--- src/rtl/gf180mcu_fd_sc_mcu9t5v0__tst2in_seq.sv ---
// Self-test sequencer for two-input cells: walks {A2,A1} through a 9-code
// single-bit-transition sequence and checks ZN against a parameterised truth table.
module gf180mcu_fd_sc_mcu9t5v0__tst2in_seq #(
    parameter logic [3:0]  TRUTH  = 4'b0001,
    parameter int unsigned SETTLE = 2,
    parameter int unsigned ERRW   = 8
) (
    input  logic            CLK,
    input  logic            RN,
    input  logic            START,
    input  logic            ZN,
    output logic            A1,
    output logic            A2,
    output logic            BUSY,
    output logic            DONE,
    output logic            PASS,
    output logic [ERRW-1:0] ERRCNT,
    output logic [3:0]      FAIL_VEC
);

    typedef enum logic [1:0] {
        S_IDLE  = 2'd0,
        S_WAIT  = 2'd1,
        S_CHECK = 2'd2,
        S_FIN   = 2'd3
    } state_t;

    localparam logic [3:0] SETTLE_M1 = 4'(SETTLE - 1);
    localparam logic [3:0] LAST_IDX  = 4'd8;

    state_t          state_q, state_d;
    logic [3:0]      idx_q, idx_d;
    logic [3:0]      cnt_q, cnt_d;
    logic [1:0]      code_q, code_d;
    logic            busy_q, busy_d;
    logic            done_q, done_d;
    logic            pass_q, pass_d;
    logic [ERRW-1:0] err_q, err_d;
    logic [3:0]      fvec_q, fvec_d;
    logic            mism;

    // Walk order {A2,A1}: 00,01,11,10,00,10,11,01,00 - each step flips one pin.
    function automatic logic [1:0] walk_code(input logic [3:0] i);
        case (i)
            4'd0:    walk_code = 2'b00;
            4'd1:    walk_code = 2'b01;
            4'd2:    walk_code = 2'b11;
            4'd3:    walk_code = 2'b10;
            4'd4:    walk_code = 2'b00;
            4'd5:    walk_code = 2'b10;
            4'd6:    walk_code = 2'b11;
            4'd7:    walk_code = 2'b01;
            default: walk_code = 2'b00;
        endcase
    endfunction

    always_ff @(posedge CLK or negedge RN) begin
        if (!RN) begin
            state_q <= S_IDLE;
            idx_q   <= '0;
            cnt_q   <= '0;
            code_q  <= '0;
            busy_q  <= 1'b0;
            done_q  <= 1'b0;
            pass_q  <= 1'b0;
            err_q   <= '0;
            fvec_q  <= '0;
        end else begin
            state_q <= state_d;
            idx_q   <= idx_d;
            cnt_q   <= cnt_d;
            code_q  <= code_d;
            busy_q  <= busy_d;
            done_q  <= done_d;
            pass_q  <= pass_d;
            err_q   <= err_d;
            fvec_q  <= fvec_d;
        end
    end

    // Case-inequality so an X/Z from the cell under test is flagged as a miss.
    assign mism = (ZN !== TRUTH[code_q]);

    always_comb begin
        state_d = state_q;
        idx_d   = idx_q;
        cnt_d   = cnt_q;
        code_d  = code_q;
        pass_d  = pass_q;
        err_d   = err_q;
        fvec_d  = fvec_q;
        case (state_q)
            S_IDLE: begin
                code_d = 2'b00;
                if (START) begin
                    code_d  = walk_code(4'd0);
                    idx_d   = '0;
                    cnt_d   = SETTLE_M1;
                    err_d   = '0;
                    fvec_d  = '0;
                    pass_d  = 1'b0;
                    state_d = S_WAIT;
                end
            end
            S_WAIT: begin
                if (cnt_q == 4'd0) begin
                    state_d = S_CHECK;
                end else begin
                    cnt_d = cnt_q - 4'd1;
                end
            end
            S_CHECK: begin
                if (mism) begin
                    if (err_q != {ERRW{1'b1}}) begin
                        err_d = err_q + ERRW'(1);
                    end
                    fvec_d[code_q] = 1'b1;
                end
                if (idx_q == LAST_IDX) begin
                    state_d = S_FIN;
                end else begin
                    idx_d   = idx_q + 4'd1;
                    code_d  = walk_code(idx_q + 4'd1);
                    cnt_d   = SETTLE_M1;
                    state_d = S_WAIT;
                end
            end
            S_FIN: begin
                pass_d  = (err_q == '0);
                state_d = S_IDLE;
            end
            default: state_d = S_IDLE;
        endcase
        busy_d = (state_d == S_WAIT) || (state_d == S_CHECK);
        done_d = (state_d == S_FIN);
    end

    assign A1       = code_q[0];
    assign A2       = code_q[1];
    assign BUSY     = busy_q;
    assign DONE     = done_q;
    assign PASS     = pass_q;
    assign ERRCNT   = err_q;
    assign FAIL_VEC = fvec_q;

endmodule

--- config.mk ---
export PLATFORM = sky130hd
export DESIGN_NAME = gf180mcu_fd_sc_mcu9t5v0__tst2in_seq
export DESIGN_NICKNAME = d
export VERILOG_FILES = /design/src/rtl/gf180mcu_fd_sc_mcu9t5v0__tst2in_seq.sv
export SDC_FILE = /design/constraint.sdc
export NUM_CORES = 1
export LEC_CHECK = 0
export BUFFER_PORTS_ARGS = -buffer_cell sky130_fd_sc_hd__buf_2
export CORE_ASPECT_RATIO = 1.2
export CORE_UTILIZATION = 40
export DETAILED_ROUTE_END_ITERATION = 6
export HOLD_SLACK_MARGIN = 0.08
export SYNTH_ARGS = -nofsm -noshare
export SYNTH_HDL_FRONTEND = slang
export SYNTH_SLANG_ARGS = --single-unit
--- constraint.sdc ---
create_clock -name CLK -period 4.5 [get_ports CLK]
set_input_delay 0.9 -clock CLK [delete_from_list [all_inputs] [get_ports CLK]]
set_output_delay 0.9 -clock CLK [all_outputs]
set_load 0.01 [all_outputs]
**After elaboration in Yosys (flattened, before gate mapping)**

Memories as Yosys holds them, arrays and structs flattened.
Index checks and enable logic that the tools add are counted.

- Bits of input ports: 4
- Memories kept: 1
- Memory bits (read-only): 16
- Output and inout bits: 17
- Logic and storage cells: 70
- Register bits after elaboration: 27

- Reduce and logical (&&, ||, !) cells: 14
- Muxes and demuxes: 26
- Add/sub/neg operators: 3
- Bitwise operators: 1
- Order comparisons: 2
- Eq/ne operators: 14

Memory list:

| memory | words | bits a word | rd ports | clocked after Yosys merged registers in | wr ports | RTL line | RTL |
|---|---|---|---|---|---|---|---|
| (no name shown) | 8 | 2 | 1 | 0 | 0 | 44 | `case (i)` |

Operator list:

| operator | count |
|---|---|
| $mux 4 | 6 |
| $mux 8 | 3 |
| $pmux 4 s2 | 2 |
| $pmux 8 s2 | 1 |
| $pmux 4 s3 | 1 |
| $mux 2 | 5 |
| $ne 2x2->1 const B | 5 |
| $add 8x1->8 const B | 1 |
| $eq 2x2->1 const B | 4 |
| $logic_not 8->1 | 1 |
| $ne 8x8->1 const B | 1 |
| $pmux 2 s4 | 1 |
| $reduce_and 4->1 | 2 |
| $reduce_and 3->1 | 2 |
| $add 4x1->4 const B | 1 |
| $eq 2x1->1 const B | 2 |
| $eq 4x4->1 const B | 1 |
| $logic_not 4->1 | 1 |
| $or 4x4->4 | 1 |
| $pmux 2 s2 | 1 |
| $reduce_and 2->1 | 2 |
| $reduce_bool 2->1 | 2 |
| $sub 4x1->4 const B | 1 |
| $lt 2x3->1 const B | 1 |
| 10 further kinds | 12 |

**Longest topological paths before layout**

- Depth in word-level cells: 7
- Gate-level depth with buffers: 7
- Mapped depth without buffers: 6

**Worst setup path after synthesis**

OpenSTA, ideal clock, no wires.

- Kind: in2reg
- Start point: input port ZN
- End point: register err_q[5] (netlist: ERRCNT[5])
- Path slack: 2.659 ns
- Buffers on the path: 1
- Arrival: 1.768 ns
- Library setup time: 0.073 ns
- Stages: 5
- Required time: 4.427 ns
- Path through: or3_4 a31oi_4 buf_6 a21oi_1 a21oi_2

- Cells in the longest elaborated chain, start to end: 3

RTL lines:

| element | RTL line | RTL |
|---|---|---|
| from (decl) | 11 | `input logic ZN,` |
| $nex 1x1->1 | 82 | `assign mism = (ZN !== TRUTH[code_q]);` |
| $ne 2x2->1 (no source line) | -- |  |
| $reduce_and 4->1 (no source line) | -- |  |
| to (signal assigned) | 76 | `err_q <= err_d;` |
| to (decl) | 38 | `logic [ERRW-1:0] err_q, err_d;` |

Every way passes these cells.
A chain may end at the register's enable or synchronous reset.

**Worst setup path after layout**

- Start point: input port ZN
- End point: register err_q[0] (netlist: ERRCNT[0])

Same word-level chain as after synthesis.

==> results.txt <==
Global route overflow -> 0
Worst hold path class -> reg2reg
Post-synth top area share -> 45.2%
Max Slew Vio Count -> 0
CTS Sinks -> 27
Final wirelength -> 3020 um
Failing checks -> design-rule violations
Vias per cell -> 5.74
Worst setup EP type -> register
GRT Util Overall -> 17.0%
First-pass GRT wire length -> 5150 um
Area of the die -> 3990 sq um
Syn Inst Count -> 150
Area leader, netlist -> dfrtp_1
Worst Setup Start Kind -> input port
CORE AREA -> 3450 sq um
Min cycle time layout -> 1940 ps
Slowest CP cell -> a31oi_4
Synth cell count leaders -> 27 x dfrtp_1, 12 x nand2_1, 11 x a21oi_1, 11 x nor2_1, 9 x o21ai_0
Min-Delay Path Depth -> 2
Clock Path Buffers -> 2
Starting Density -> 43.3%
Pwr dens -> 472 nW/um^2
Post-Syn Area -> 1500 sq um
Max stage delay on crit path -> 430 ps
Post-synth EDFFs -> 0
Share of layout cells above drive strength 1 -> 19.0%
Period utilization -> 43.0%
F_max -> 0.517 GHz
Post-route ant nets -> 0
Routed length per instance -> 14.7 um
Syn Area/Cell -> 9.97 sq um
Relative slew slack -> 60.9%
Most common cell in the netlist -> dfrtp_1
Clk_skew -> 3.46 ps
Final Wtd Congestion -> 0.851
Post-synthesis register bit count -> 27
Actual slew at the worst max-slew pin -> 587 ps
Setup TNS -> 0 ps
Die Wd -> 57.8 um
CP Depth -> 5
Fin. Hold Viols -> 0
Pin count of the biggest net entering global routing -> 28
TritonCTS Buffers -> 3
Syn_nets -> 161
Crit Path Max Fanout -> 15
ANT cells -> 0
# IOs -> 21
Post-synth top flop -> dfrtp_1
Final routed DRC violation total -> 3
Number of nets in the layout -> 180
Root Driver -> clkbuf_8
Layout fillers -> 342
Post-Place Worst Slack -> 2290 ps
Maxcap violations -> 0
Peak VDD IR -> 152 uV
Hold-fix buffers, CTS -> 0
Worst-Skew Late Latency -> 270 ps
Hold Slack -> 504 ps
Worst R2R Path Depth -> 4
Worst path bufs/invs -> 1
Setup ws final -> 2560 ps
Vias in the first global route -> 1231
Synth cell types -> 46
CP Cell Sequence -> buf_2, or3_4, a31oi_4, o21a_1, o21ai_0
CTS tree -> built
Antenna violations before repair -> 0
Top cells by area, synth -> dfrtp_1 45%, ha_1 5.9%, a21oi_1 3.7%, a41oi_1 3.5%, o21ai_0 3.0%
CP required -> 4650 ps
Final Power -> 0.774 mW
P&R area growth vs syn -> 9.71%
Clock transition at path regs -> 90 ps
Critical path class -> in2reg
Pleak -> 0.792 nW
RSZ-0062 raised after global routing -> no
DP HPWL -> 2180 um
Drt initial violations -> 65
PostCTS Resize Cnt -> 0
Synthesis Warnings -> 0
Die Y -> 69.0 um
H-tree depth -> 1
Status -> finished with violations
Top delay family on crit path -> compound AO/OA/AOI/OAI gates
Setup bufs post-CTS -> 0
Site Rows -> 23
Pre-antenna DRT Iters -> 6
Sequential element share of the synthesized area -> 45.2%
Total number of vias -> 1177
Number of port buffers -> 20
Async SR Flop Fraction -> 100%
Final setup fails -> 0
Crit path DAT -> 2090 ps
final timing paths:
path | slack, ps | endpoint | startpoint
setup / recovery | 2560 | ERRCNT[0] | ZN
hold / removal | 500 | FAIL_VEC[1] | FAIL_VEC[1]
setup reg to reg | 2680 | BUSY | state_q[1]
hold reg to reg | 500 | FAIL_VEC[1] | FAIL_VEC[1]
max in group asynchronous | 3500 | cnt_q[0] | RN
min in group asynchronous | 620 | ERRCNT[7] | RN
worst register-to-register path, delay by kind of cell, from the launching register on:
| family | cells | cell delay [ps] |
|---|---|---|
| compound gates | 1 | 150 |
| flops | 1 | 650 |
| fa+ha+maj | 1 | 290 |
| simple gates | 2 | 630 |
logic make-up after synthesis:
logic type      Yosys count  synth area share [%]
simple gates             51                  18.4
compound gates           46                  22.3
flops                    27                  45.2
buf+inv                  14                  5.10
fa+ha+maj                 7                  5.86
xor+xnor                  4                  2.34
mux                       1                 0.753
layer usage:
| metal | vias up | wire, um | track usage (%) |
|---|---|---|---|
| met4 | 0 | 40 | 8.33 |
| met3 | 4 | 92 | 2.61 |
| met2 | 21 | 1520 | 31.9 |
| li1 | 584 | - | - |
| met1 | 568 | 1370 | 18.6 |
| met5 | - | 0 | 0 |
state kept, by name, summed over array words and instances (netlist names):
name,flops
cnt_q,4
ERRCNT,8
FAIL_VEC,4
code_q,2
idx_q,4
state_q,2
PASS,1
BUSY,1
DONE,1
through the flow:
step                      cell area [sq um]  util, %  instances
after global placement                 1600     46.2        201
after detailed placement               1600     46.2        201
after global routing                   1640     47.5        205
final                                  1640     47.5        205
after floorplan                        1500        -        150
after CTS                              1640     47.5        205
cell type report:
| type | instances | area [sq um] | area share [%] |
|---|---|---|---|
| multi-input combinational | 109 | 743 | 45.3 |
| sequential | 27 | 676 | 41.2 |
| timing repair buffer | 20 | 100 | 6.10 |
| tap | 37 | 46.3 | 2.82 |
| clock buffer | 4 | 45.0 | 2.75 |
| inverter | 8 | 30.0 | 1.83 |
power breakdown:
| group | leakage, nW | total [mW] | switching [mW] | internal [mW] |
|---|---|---|---|---|
| clock | 0.0228 | 0.137 | 0.0735 | 0.0634 |
| sequential | 0.362 | 0.351 | 0.0574 | 0.293 |
| combinational | 0.407 | 0.287 | 0.164 | 0.122 |
placed cells by master (no fill, tap or decap), types with 2 or more instances in the layout:
| master | count |
|---|---|
| dfrtp_1 | 27 |
| buf_2 | 20 |
| nand2_1 | 12 |
| nor2_1 | 11 |
| a21oi_1 | 11 |
| o21ai_0 | 9 |
| inv_1 | 8 |
| ha_1 | 7 |
| a41oi_1 | 6 |
| a22o_1 | 4 |
| nand4_1 | 4 |
| nand2b_1 | 3 |
| nor3_1 | 3 |
| nand3_1 | 3 |
| a21oi_2 | 3 |
| clkbuf_8 | 3 |
| nor2b_1 | 2 |
| xor2_1 | 2 |
| xnor2_1 | 2 |
| o22ai_1 | 2 |
| and4_1 | 2 |
| and2_1 | 2 |
| nor3b_1 | 2 |
No activity file was read; power rests on OpenSTA's default activity.
